File: src/rtl/cyc74_pkg.sv
// Shared constants and types for the serial (7,4) cyclic encoder/decoder pair.
package cyc74_pkg;

    localparam int             CYC74_N         = 7;
    localparam int             CYC74_K         = 4;
    localparam int             CYC74_R         = 3;
    localparam logic [3:0]     CYC74_G_DEFAULT = 4'b1011;

    typedef enum logic [1:0] {
        IDLE  = 2'd0,
        SHIFT = 2'd1,
        DONE  = 2'd2
    } cyc74_state_e;

    typedef logic [CYC74_N-1:0] cyc74_cw_t;
    typedef logic [CYC74_K-1:0] cyc74_msg_t;
    typedef logic [CYC74_R-1:0] cyc74_rem_t;

endpackage

File: src/rtl/cyc74_lfsr_div.sv
// 3-bit Galois LFSR divider: accumulates din(x) * x^3 mod g(x), MSB first.
// Also used by the decoder's syndrome stage.
module cyc74_lfsr_div
    import cyc74_pkg::*;
#(
    parameter logic [3:0] GEN_POLY = CYC74_G_DEFAULT
) (
    input  logic       clk,
    input  logic       rst,
    input  logic       clr,
    input  logic       shift_en,
    input  logic       din,
    output cyc74_rem_t rem
);

    cyc74_rem_t rem_q;
    cyc74_rem_t rem_d;
    logic       fb;

    // Next remainder: clear has priority, otherwise one division step per shift.
    always_comb begin
        rem_d = rem_q;
        fb    = din ^ rem_q[2];
        if (clr) begin
            rem_d = '0;
        end else if (shift_en) begin
            rem_d[2] = rem_q[1] ^ (GEN_POLY[2] & fb);
            rem_d[1] = rem_q[0] ^ (GEN_POLY[1] & fb);
            rem_d[0] = fb;
        end
    end

    // Remainder register.
    always_ff @(posedge clk) begin
        if (rst) begin
            rem_q <= '0;
        end else begin
            rem_q <= rem_d;
        end
    end

    assign rem = rem_q;

endmodule

File: src/rtl/cyclic74_encoder.sv
// Serial systematic (7,4) cyclic encoder with valid/ready on both sides.
// Codeword c = {msg, msg(x)*x^3 mod g(x)}; one message bit per clock.
// Optional single-bit error injection is built when CYC74_ERR_INJ_EN is defined.
module cyclic74_encoder
    import cyc74_pkg::*;
#(
    parameter logic [3:0] GEN_POLY = CYC74_G_DEFAULT
) (
    input  logic       clk,
    input  logic       rst,
    input  logic       in_valid,
    output logic       in_ready,
    input  logic [3:0] msg,
    output logic       out_valid,
    input  logic       out_ready,
    output logic [6:0] c,
    output logic       busy
`ifdef CYC74_ERR_INJ_EN
    ,
    input  logic       err_en,
    input  logic [2:0] err_pos
`endif
);

    cyc74_state_e state_q, state_d;
    cyc74_msg_t   msg_q,   msg_d;
    logic [1:0]   cnt_q,   cnt_d;
    cyc74_rem_t   rem;
    logic         accept;
    logic         last_shift;

    assign accept     = in_valid && (state_q == IDLE);
    assign last_shift = (state_q == SHIFT) && (cnt_q == 2'd0);

    cyc74_lfsr_div #(
        .GEN_POLY (GEN_POLY)
    ) u_div (
        .clk      (clk),
        .rst      (rst),
        .clr      (accept),
        .shift_en (state_q == SHIFT),
        .din      (msg_q[cnt_q]),
        .rem      (rem)
    );

    // State register plus message/counter holding registers.
    always_ff @(posedge clk) begin
        if (rst) begin
            state_q <= IDLE;
            msg_q   <= '0;
            cnt_q   <= '0;
        end else begin
            state_q <= state_d;
            msg_q   <= msg_d;
            cnt_q   <= cnt_d;
        end
    end

    // Next-state logic: accept, four shift steps, then hold until consumed.
    always_comb begin
        state_d = state_q;
        case (state_q)
            IDLE:    if (in_valid)   state_d = SHIFT;
            SHIFT:   if (cnt_q == 2'd0) state_d = DONE;
            DONE:    if (out_ready)  state_d = IDLE;
            default: state_d = IDLE;
        endcase
    end

    // Message capture on accept; bit counter walks MSB to LSB during SHIFT.
    always_comb begin
        msg_d = msg_q;
        cnt_d = cnt_q;
        if (accept) begin
            msg_d = msg;
            cnt_d = 2'd3;
        end else if ((state_q == SHIFT) && (cnt_q != 2'd0)) begin
            cnt_d = cnt_q - 2'd1;
        end
    end

`ifdef CYC74_ERR_INJ_EN
    cyc74_cw_t flip_q, flip_d;

    // Error mask is captured on the edge entering DONE and held through DONE.
    always_comb begin
        flip_d = flip_q;
        if (last_shift) begin
            flip_d = (err_en && (err_pos != 3'd7)) ? (cyc74_cw_t'(1) << err_pos) : '0;
        end
    end

    // Error mask register.
    always_ff @(posedge clk) begin
        if (rst) begin
            flip_q <= '0;
        end else begin
            flip_q <= flip_d;
        end
    end
`endif

    // Outputs decode registered state only; c is zero outside DONE.
    always_comb begin
        in_ready  = (state_q == IDLE);
        busy      = (state_q != IDLE);
        out_valid = (state_q == DONE);
        c         = '0;
        if (state_q == DONE) begin
`ifdef CYC74_ERR_INJ_EN
            c = {msg_q, rem} ^ flip_q;
`else
            c = {msg_q, rem};
`endif
        end
    end

endmodule

File: config.mk
export PLATFORM = sky130hd
export DESIGN_NAME = cyclic74_encoder
export DESIGN_NICKNAME = d
export VERILOG_FILES = /design/src/rtl/cyc74_pkg.sv /design/src/rtl/cyc74_lfsr_div.sv /design/src/rtl/cyclic74_encoder.sv
export SDC_FILE = /design/constraint.sdc
export NUM_CORES = 1
export LEC_CHECK = 0
export ABC_AREA = 1
export CORE_AREA = 4 4 41 43
export CTS_BUF_LIST = sky130_fd_sc_hd__clkbuf_4
export DETAILED_ROUTE_END_ITERATION = 8
export DIE_AREA = 0 0 45 47
export PLACE_DENSITY = 0.83
export SLEW_MARGIN = 20
export SYNTH_ARGS = -nofsm -noshare
export SYNTH_HDL_FRONTEND = slang
export SYNTH_HIERARCHICAL = 1
export SYNTH_SLANG_ARGS = --single-unit
File: constraint.sdc
create_clock -name clk -period 2.6 [get_ports clk]
set_input_delay 0.39 -clock clk [delete_from_list [all_inputs] [get_ports clk]]
set_output_delay 0.39 -clock clk [all_outputs]
set_load 0.02 [all_outputs]
==> impl_summary.md, run 1 <==
Global routing
The maximum number of pins on one net before global-route repair is 14. The aggregate global-route resource usage is 12.3%. The total grt overflow is 0. The via count of the first global-routing pass came to 491.

The first-pass GRT wire length is 1880 um. The initial antenna violation count came to 0.

CTS
The post-cts resize count is 0. Hold repair after CTS inserted 0 buffers. In this run the number of H-tree levels came out at 1. Once the clock tree was built, the setup fixing pass inserted 0 buffers. The root buffer cell is sky130_fd_sc_hd__clkbuf_4. The maximum number of buffers from clock root to sink is 2. The number of CTS-inserted buffers is 3. The clock sink total is 11. Clock-pin slew was measured on the worst setup and hold paths at 70 ps.

TritonCTS built the clock tree. The later pin in the worst-skew pair is clocked with a latency of 270 ps.

Routing
After detailed routing, the average wire length per cell comes to 9.06 um. The total number of vias is 583. The detailed router finished its first iteration with 4 violations. The number of antenna-violating nets in the routed design is 0. In the routed layout, each cell is associated on average with a via count of 4.59. The first detailed-routing pass took 5 iterations. The total wire length is 1150 um. For this run, design rule violations remaining after detail routing come to 0.

Synth
The synthesized area per cell is 6.46 um^2. Sorting the synthesized cells by area gives the leading types as sky130_fd_sc_hd__dfxtp_1 37%, sky130_fd_sc_hd__inv_1 16%, sky130_fd_sc_hd__nand2_1 8.8%, sky130_fd_sc_hd__nor2_1 7.6%, sky130_fd_sc_hd__a21oi_1 6.7%. In this run the biggest area consumer among cell types represents 37.1% of the synthesized area. The area of the mapped netlist is 594 um^2. By instance count, the leading cell after synthesis is sky130_fd_sc_hd__inv_1. For this run, the leading register cell type out of synthesis is sky130_fd_sc_hd__dfxtp_1. After synthesis, flip-flops and latches occupy 37.1% of the total area.

The synthesized flop and latch total is 11. After synthesis, the most frequently instantiated cells are 26 x sky130_fd_sc_hd__inv_1, 14 x sky130_fd_sc_hd__nand2_1, 12 x sky130_fd_sc_hd__nor2_1. For this run, the number of Yosys warnings is 6. The unique cell type count in the Yosys netlist is 18. The post-synthesis cell count is 92. When the netlist entered floorplanning its net count stood at 101. The cell type with the highest aggregate area in the netlist is sky130_fd_sc_hd__dfxtp_1. The number of enable-type register cells in the synthesized netlist is 0. The proportion of register bits with asynchronous set or reset after synthesis is 0%.

Floorplan
The die span in x is 45 um. The core region area is 0.00130 mm^2. The die height is 47 um.

The die covers 0.00212 mm^2. Once the floorplan was initialized, standard cells occupied 45.7% of the core. The number of placed I/O pins is 18.

The number of core rows is 13.

Final layout
The area taken by multi-input logic gates is 265 um^2. The sequential cell area is 220 um^2. The number of nets in the finished design is 122.

The filler cell count is 123. Relative to the synthesized area, the layout overhead comes to 34.9%. The post-route netlist has 8.04% of its cells at a drive strength greater than 1. The number of antenna diodes in the final layout is 0.

Worst setup path
The startpoint type of the worst setup path is a register. The kind of critical path is register to output port. The sort of element at the end of the critical path is an output port. STA puts the critical path data required time at 2210 ps. The critical path data arrival time is 1750 ps. In this run the register-to-register setup slack is 1320 ps. The top fanout value on the critical path is 7.

Hold path
The worst hold-check path type is register to register.

Outcome
The run finished with clean final reports.

Timing
The transition time at the pin with the least slew margin is 400 ps. The hold violation total from the final report was 0. Setup repair after global routing left no endpoint under its margin.

Hold is met by 471 ps. The final critical path takes up 82.4% of the cycle. The count of pins over their slew limit is 0. The total negative slack for setup checks is 0 ps. The total of endpoints with negative setup slack in the final report is 0. Headroom to the max-slew limit came out at 73.2%. Counting I/O delays and the setup requirement, the final critical path takes 2140 ps. The maximum operating frequency is 0.467 GHz. The clock skew after layout is 3.23 ps.

Placement
Detailed placement ended at an HPWL of 951 um. During placement, the flow inserted port buffers numbering 17. Routability-driven placement finished with a final weighted congestion of 0.785.

Flow run
The tool flagged a number of max-cap violations equal to 0.

Power
The total power density per cell area is 562 mW/mm^2. The cell leakage power is 0.360 nW. The peak supply drop is 0.412 mV.
cell usage in the layout (no fill, tap or decap):
master	n
sky130_fd_sc_hd__a211oi_1	1
sky130_fd_sc_hd__a21oi_1	8
sky130_fd_sc_hd__a21oi_2	1
sky130_fd_sc_hd__clkbuf_4	4
sky130_fd_sc_hd__clkdlybuf4s50_1	17
sky130_fd_sc_hd__dfxtp_1	11
sky130_fd_sc_hd__ha_1	1
sky130_fd_sc_hd__inv_1	26
sky130_fd_sc_hd__nand2_1	14
sky130_fd_sc_hd__nand2_2	1
sky130_fd_sc_hd__nand3_1	6
sky130_fd_sc_hd__nand3_2	1
sky130_fd_sc_hd__nor2_1	12
sky130_fd_sc_hd__nor2_2	1
sky130_fd_sc_hd__o21ai_0	3
sky130_fd_sc_hd__o21ai_1	2
sky130_fd_sc_hd__o21ai_2	1
sky130_fd_sc_hd__o22ai_1	1
sky130_fd_sc_hd__or2_1	1
flip-flops by register name, summed over array words and instances, names as in the netlist:
register	count
cnt_q	2
msg_q	4
state_q	2
u_div/rem	3
through the flow:
step	worst slack, ps	instances	total power (W)	utilization (%)	area, um^2
detailed placement	731	123	0.000329	59.3	772
floorplan	963	92	0.000290	-	594
global route	337	127	0.000484	61.6	802
global placement	808	123	0.000325	59.3	772
CTS	434	127	0.000453	61.6	802
finish	458	127	0.000451	61.6	802
critical path, stage by stage, from the launching register on:
cell                              delay [ps]
sky130_fd_sc_hd__dfxtp_1                 360
sky130_fd_sc_hd__inv_1                    70
sky130_fd_sc_hd__nor2_1                  160
sky130_fd_sc_hd__inv_1                   150
sky130_fd_sc_hd__nor2_1                  120
sky130_fd_sc_hd__clkdlybuf4s50_1         620
report_power, final:
group	switching [W]	total [W]	leakage, nW	internal [W]
Sequential	0.0000124	0.000198	0.0908	0.000186
Clock	0.0000577	0.000128	0.0184	0.0000700
Combinational	0.0000718	0.000125	0.251	0.0000533
Total	0.000142	0.000451	0.360	0.000309
worst paths after layout:
check / cells after the start / startpoint / to
setup reg to reg: 8 / cnt_q[0] / cnt_q[1]
hold / removal: 2 / msg_q[1] / msg_q[1]
setup / recovery: 5 / state_q[1] / c[3]
hold reg to reg: 2 / msg_q[1] / msg_q[1]
cell families (layout without fill, tap and decap cells):
logic type,count (synthesis),after routing,synth area share [%]
flops,11,11,37.1
fa+ha+maj,1,1,2.10
simple gates,36,36,26.3
compound gates,17,17,16.2
buf+inv,27,47,18.3
cell type report:
class / instances / share of cell area (%)
clock buffer: 4 / 3.74
inverter: 26 / 12.2
multi-input combinational: 54 / 33.1
sequential: 11 / 27.5
tap: 15 / 2.34
timing repair buffer: 17 / 21.2
metal layers:
layer	global-route usage, %	vias up	wire length (um)
li1	-	316	-
met1	14.1	247	478
met2	20.3	13	559
met3	3.83	7	80
met4	7.02	0	32
met5	0	-	0
Note: power is estimated with default switching activity, not from simulation.
==> inputs of run 2 (changes only) <==
--- a/config.mk
+++ b/config.mk
@@ -6,11 +6,11 @@
 export NUM_CORES = 1
 export LEC_CHECK = 0
 export ABC_AREA = 1
-export CORE_AREA = 4 4 41 43
+export CORE_MARGIN = 4
+export CORE_UTILIZATION = 42
 export CTS_BUF_LIST = sky130_fd_sc_hd__clkbuf_4
 export DETAILED_ROUTE_END_ITERATION = 8
-export DIE_AREA = 0 0 45 47
-export PLACE_DENSITY = 0.83
+export PLACE_DENSITY = 0.82
 export SLEW_MARGIN = 20
 export SYNTH_ARGS = -nofsm -noshare
 export SYNTH_HDL_FRONTEND = slang
==> constraint.sdc (replaced) <==
create_clock -name clk -period 1.9 [get_ports clk]
set_input_delay 0.285 -clock clk [delete_from_list [all_inputs] [get_ports clk]]
set_output_delay 0.285 -clock clk [all_outputs]
set_load 0.02 [all_outputs]
==> impl_summary.md, run 2 (synthesis results as in run 1) <==
Placement
The global placer's final weighted congestion is 0.799 (was 0.785). The final HPWL from detailed placement is 957 um (was 951 um). The count of input and output buffers is 17 (unchanged).

Routing
The number of antenna-violating nets in the routed design was 0 (unchanged). The detailed-routing iteration count for the pre-antenna-repair pass came to 4 (was 5). The violation count after the first detailed-routing iteration is 2 (was 4). The total wire length is 1260 um (was 1150 um). The number of remaining DRC errors came to 0 (unchanged). The post-detailed-route wirelength per cell is 9.93 um (was 9.06 um). The routed via count divided by cell count is 4.58 (was 4.59). The total number of vias is 582 (was 583).

Floorplan
The full die area is 0.00208 mm^2 (was 0.00212 mm^2). The die height is 45.6 um (was 47 um). The number of placed I/O pins came to 18 (unchanged). The core region area is 0.00132 mm^2 (was 0.00130 mm^2). The die span in x was 45.6 um (was 45 um). The number of core rows is 13 (unchanged). The initial standard-cell utilization of the core is 45.1% (was 45.7%).

Global routing
The aggregate global-route resource usage is 14.5% (was 12.3%). The total grt overflow was 0 (unchanged). The via count of the first global-routing pass was 532 (was 491). The initial antenna violation count is 0 (unchanged). The first-pass GRT wire length was 2130 um (was 1880 um). The maximum number of pins on one net before global-route repair was 14 (unchanged).

CTS
The root buffer cell was sky130_fd_sc_hd__clkbuf_4 (unchanged). The maximum number of buffers from clock root to sink is 2 (unchanged). The clock sink total came to 11 (unchanged). The TritonCTS clock tree is yes (unchanged). The setup fix buffers added after clock tree synthesis was 0 (unchanged).

The deepest level of the CTS H-tree is 1 (unchanged). The number of CTS-inserted buffers is 3 (unchanged). The number of hold buffers added after cts is 0 (unchanged).

The clock insertion delay at the later pin of the skew report is 280 ps (was 270 ps). The clock edge transition at the registers on the reported setup and hold paths is 70 ps (about the same).

Power
The total power density per cell area was 787 mW/mm^2 (was 562 mW/mm^2). The peak supply drop came to 0.580 mV (was 0.412 mV). The overall power came to 0.000629 W (was 0.000451 W). The cell leakage power came to 0.376 nW (was 0.360 nW).

Final layout
The signed area change from the synthesized netlist to the final layout is 34.5% (was 34.9%). The number of nets in the finished design is 122 (unchanged). The share of layout cells above drive strength 1 came to 8.04% (unchanged).

Most frequent cells in the layout: 26 x sky130_fd_sc_hd__inv_1, 14 x sky130_fd_sc_hd__nand2_1, 12 x sky130_fd_sc_hd__nor2_1 (was 26 x sky130_fd_sc_hd__inv_1, 17 x sky130_fd_sc_hd__clkdlybuf4s50_1, 14 x sky130_fd_sc_hd__nand2_1). The most common cell after layout, fill and taps aside is sky130_fd_sc_hd__inv_1 (unchanged). The count of antenna diodes in the layout is 0 (unchanged).

The flip-flop count of the largest register after layout came to 4 (unchanged). The register with the most flip-flops was msg_q (unchanged).

Worst setup path
The critical path data arrival time is 1500 ps (was 1750 ps). The kind of critical path is register to output port (unchanged). The startpoint type of the worst setup path is a register (unchanged).

The library cell contributing the largest single delay on the critical path is sky130_fd_sc_hd__clkdlybuf4s50_1 (unchanged). The depth of the worst register-to-register path came to 8 (unchanged). The terminus of the critical flop-to-flop path is cnt_q[1] (unchanged). The top fanout value on the critical path is 3 (was 7). The sort of element at the end of the critical path is an output port (unchanged). The reg2reg setup slack came to 600 ps (was 1320 ps). CP Cell Sequence: inv_1 -> nor2_1 -> clkdlybuf4s50_1 (was inv_1 -> nor2_1 -> inv_1 -> nor2_1 -> clkdlybuf4s50_1). The biggest cell delay along the critical path is 640 ps (was 620 ps). The worst reg2reg path startpoint is cnt_q[0] (unchanged). The required time reported for the critical path endpoint came to 1620 ps (was 2210 ps).

Timing
The clock skew after layout came to 0.648 ps (was 3.23 ps). The count of pins over their slew limit is 0 (unchanged). The total of endpoints with negative setup slack in the final report was 0 (unchanged). Subtracting the final worst setup slack from the clock period gives 1790 ps. The transition time at the pin with the least slew margin came to 425 ps (was 400 ps). Based on the critical path, the design can be clocked at up to 0.560 GHz.

The tightest slew margin relative to the limit is 71.5% (was 73.2%). After layout, the worst path uses 94.0% of the clock period. The total negative slack for setup checks is 0 ps (unchanged). The hold violation total from the final report was 0 (unchanged). Setup repair after global routing missed its margin: false (unchanged).

Outcome
Outcome: complete, no violations (unchanged).

Hold path
The hold path depth is 2 (unchanged). The startpoint of the tightest hold check path was msg_q[1] (unchanged). The capture endpoint of the worst hold path is msg_q[1] (unchanged).

The worst hold-check path type is register to register (unchanged).

Flow run
The count of max-cap constraint violations is 0 (unchanged).
==> run 2: what timing repair did <==
action | 4_1_cts | 5_1_grt
resized for setup | 7 | 5
endpoints found under the setup margin | 7 | 5
pin swaps | 0 | 0
cloned | 0 | 0
==> run 2: worst max-delay path by stage <==
| stage | start | endpoint | cells after the start |
|---|---|---|---|
| global route | state_q[1] | c[4] | 5 |
| global placement | state_q[1] | c[1] | 5 |
| finish | state_q[1] | out_valid | 3 |
| detailed placement | state_q[1] | c[1] | 5 |
| CTS | state_q[1] | out_valid | 3 |
| floorplan | state_q[1] | c[0] | 4 |
==> run 2: area by class of cell <==
| type | count | area, um^2 |
|---|---|---|
| fill | 125 | 518 |
| multi-input combinational | 54 | 265 |
| sequential | 11 | 220 |
| timing repair buffer | 17 | 168 |
| inverter | 26 | 97.6 |
| clock buffer | 4 | 30.0 |
| tap | 15 | 18.8 |
==> run 2: per-layer routing <==
| metal | track usage, % | routed length (um) | up-vias |
|---|---|---|---|
| met2 | 23.1 | 581 | 13 |
| met5 | 0 | 0 | - |
| li1 | - | - | 320 |
| met4 | 10.5 | 40 | 0 |
| met1 | 17.1 | 585 | 244 |
| met3 | 2.37 | 54 | 5 |
==> run 2: stage by stage <==
stage | util (%) | hold WS, ps | cells | area, um^2 | worst slack, ps
detailed placement | 58.6 | 461 | 123 | 772 | 127
CTS | 60.2 | 472 | 127 | 793 | 95.2
floorplan | - | 347 | 92 | 594 | 368
global placement | 58.6 | 454 | 123 | 772 | 208
global route | 60.7 | 492 | 127 | 800 | 1.26
finish | 60.7 | 471 | 127 | 800 | 113
==> run 2: critical path, delay by kind of cell, from the launching register on <==
family        cells  cell delay, ps
buf+inv           2             710
flops             1             360
simple gates      1             150
==> run 2: power by group <==
group          leakage (nW)  total, W  switching (W)  internal, W
sequential           0.0908  0.000272      0.0000179     0.000254
combinational         0.266  0.000173       0.000100    0.0000721
clock                0.0184  0.000185      0.0000890    0.0000959
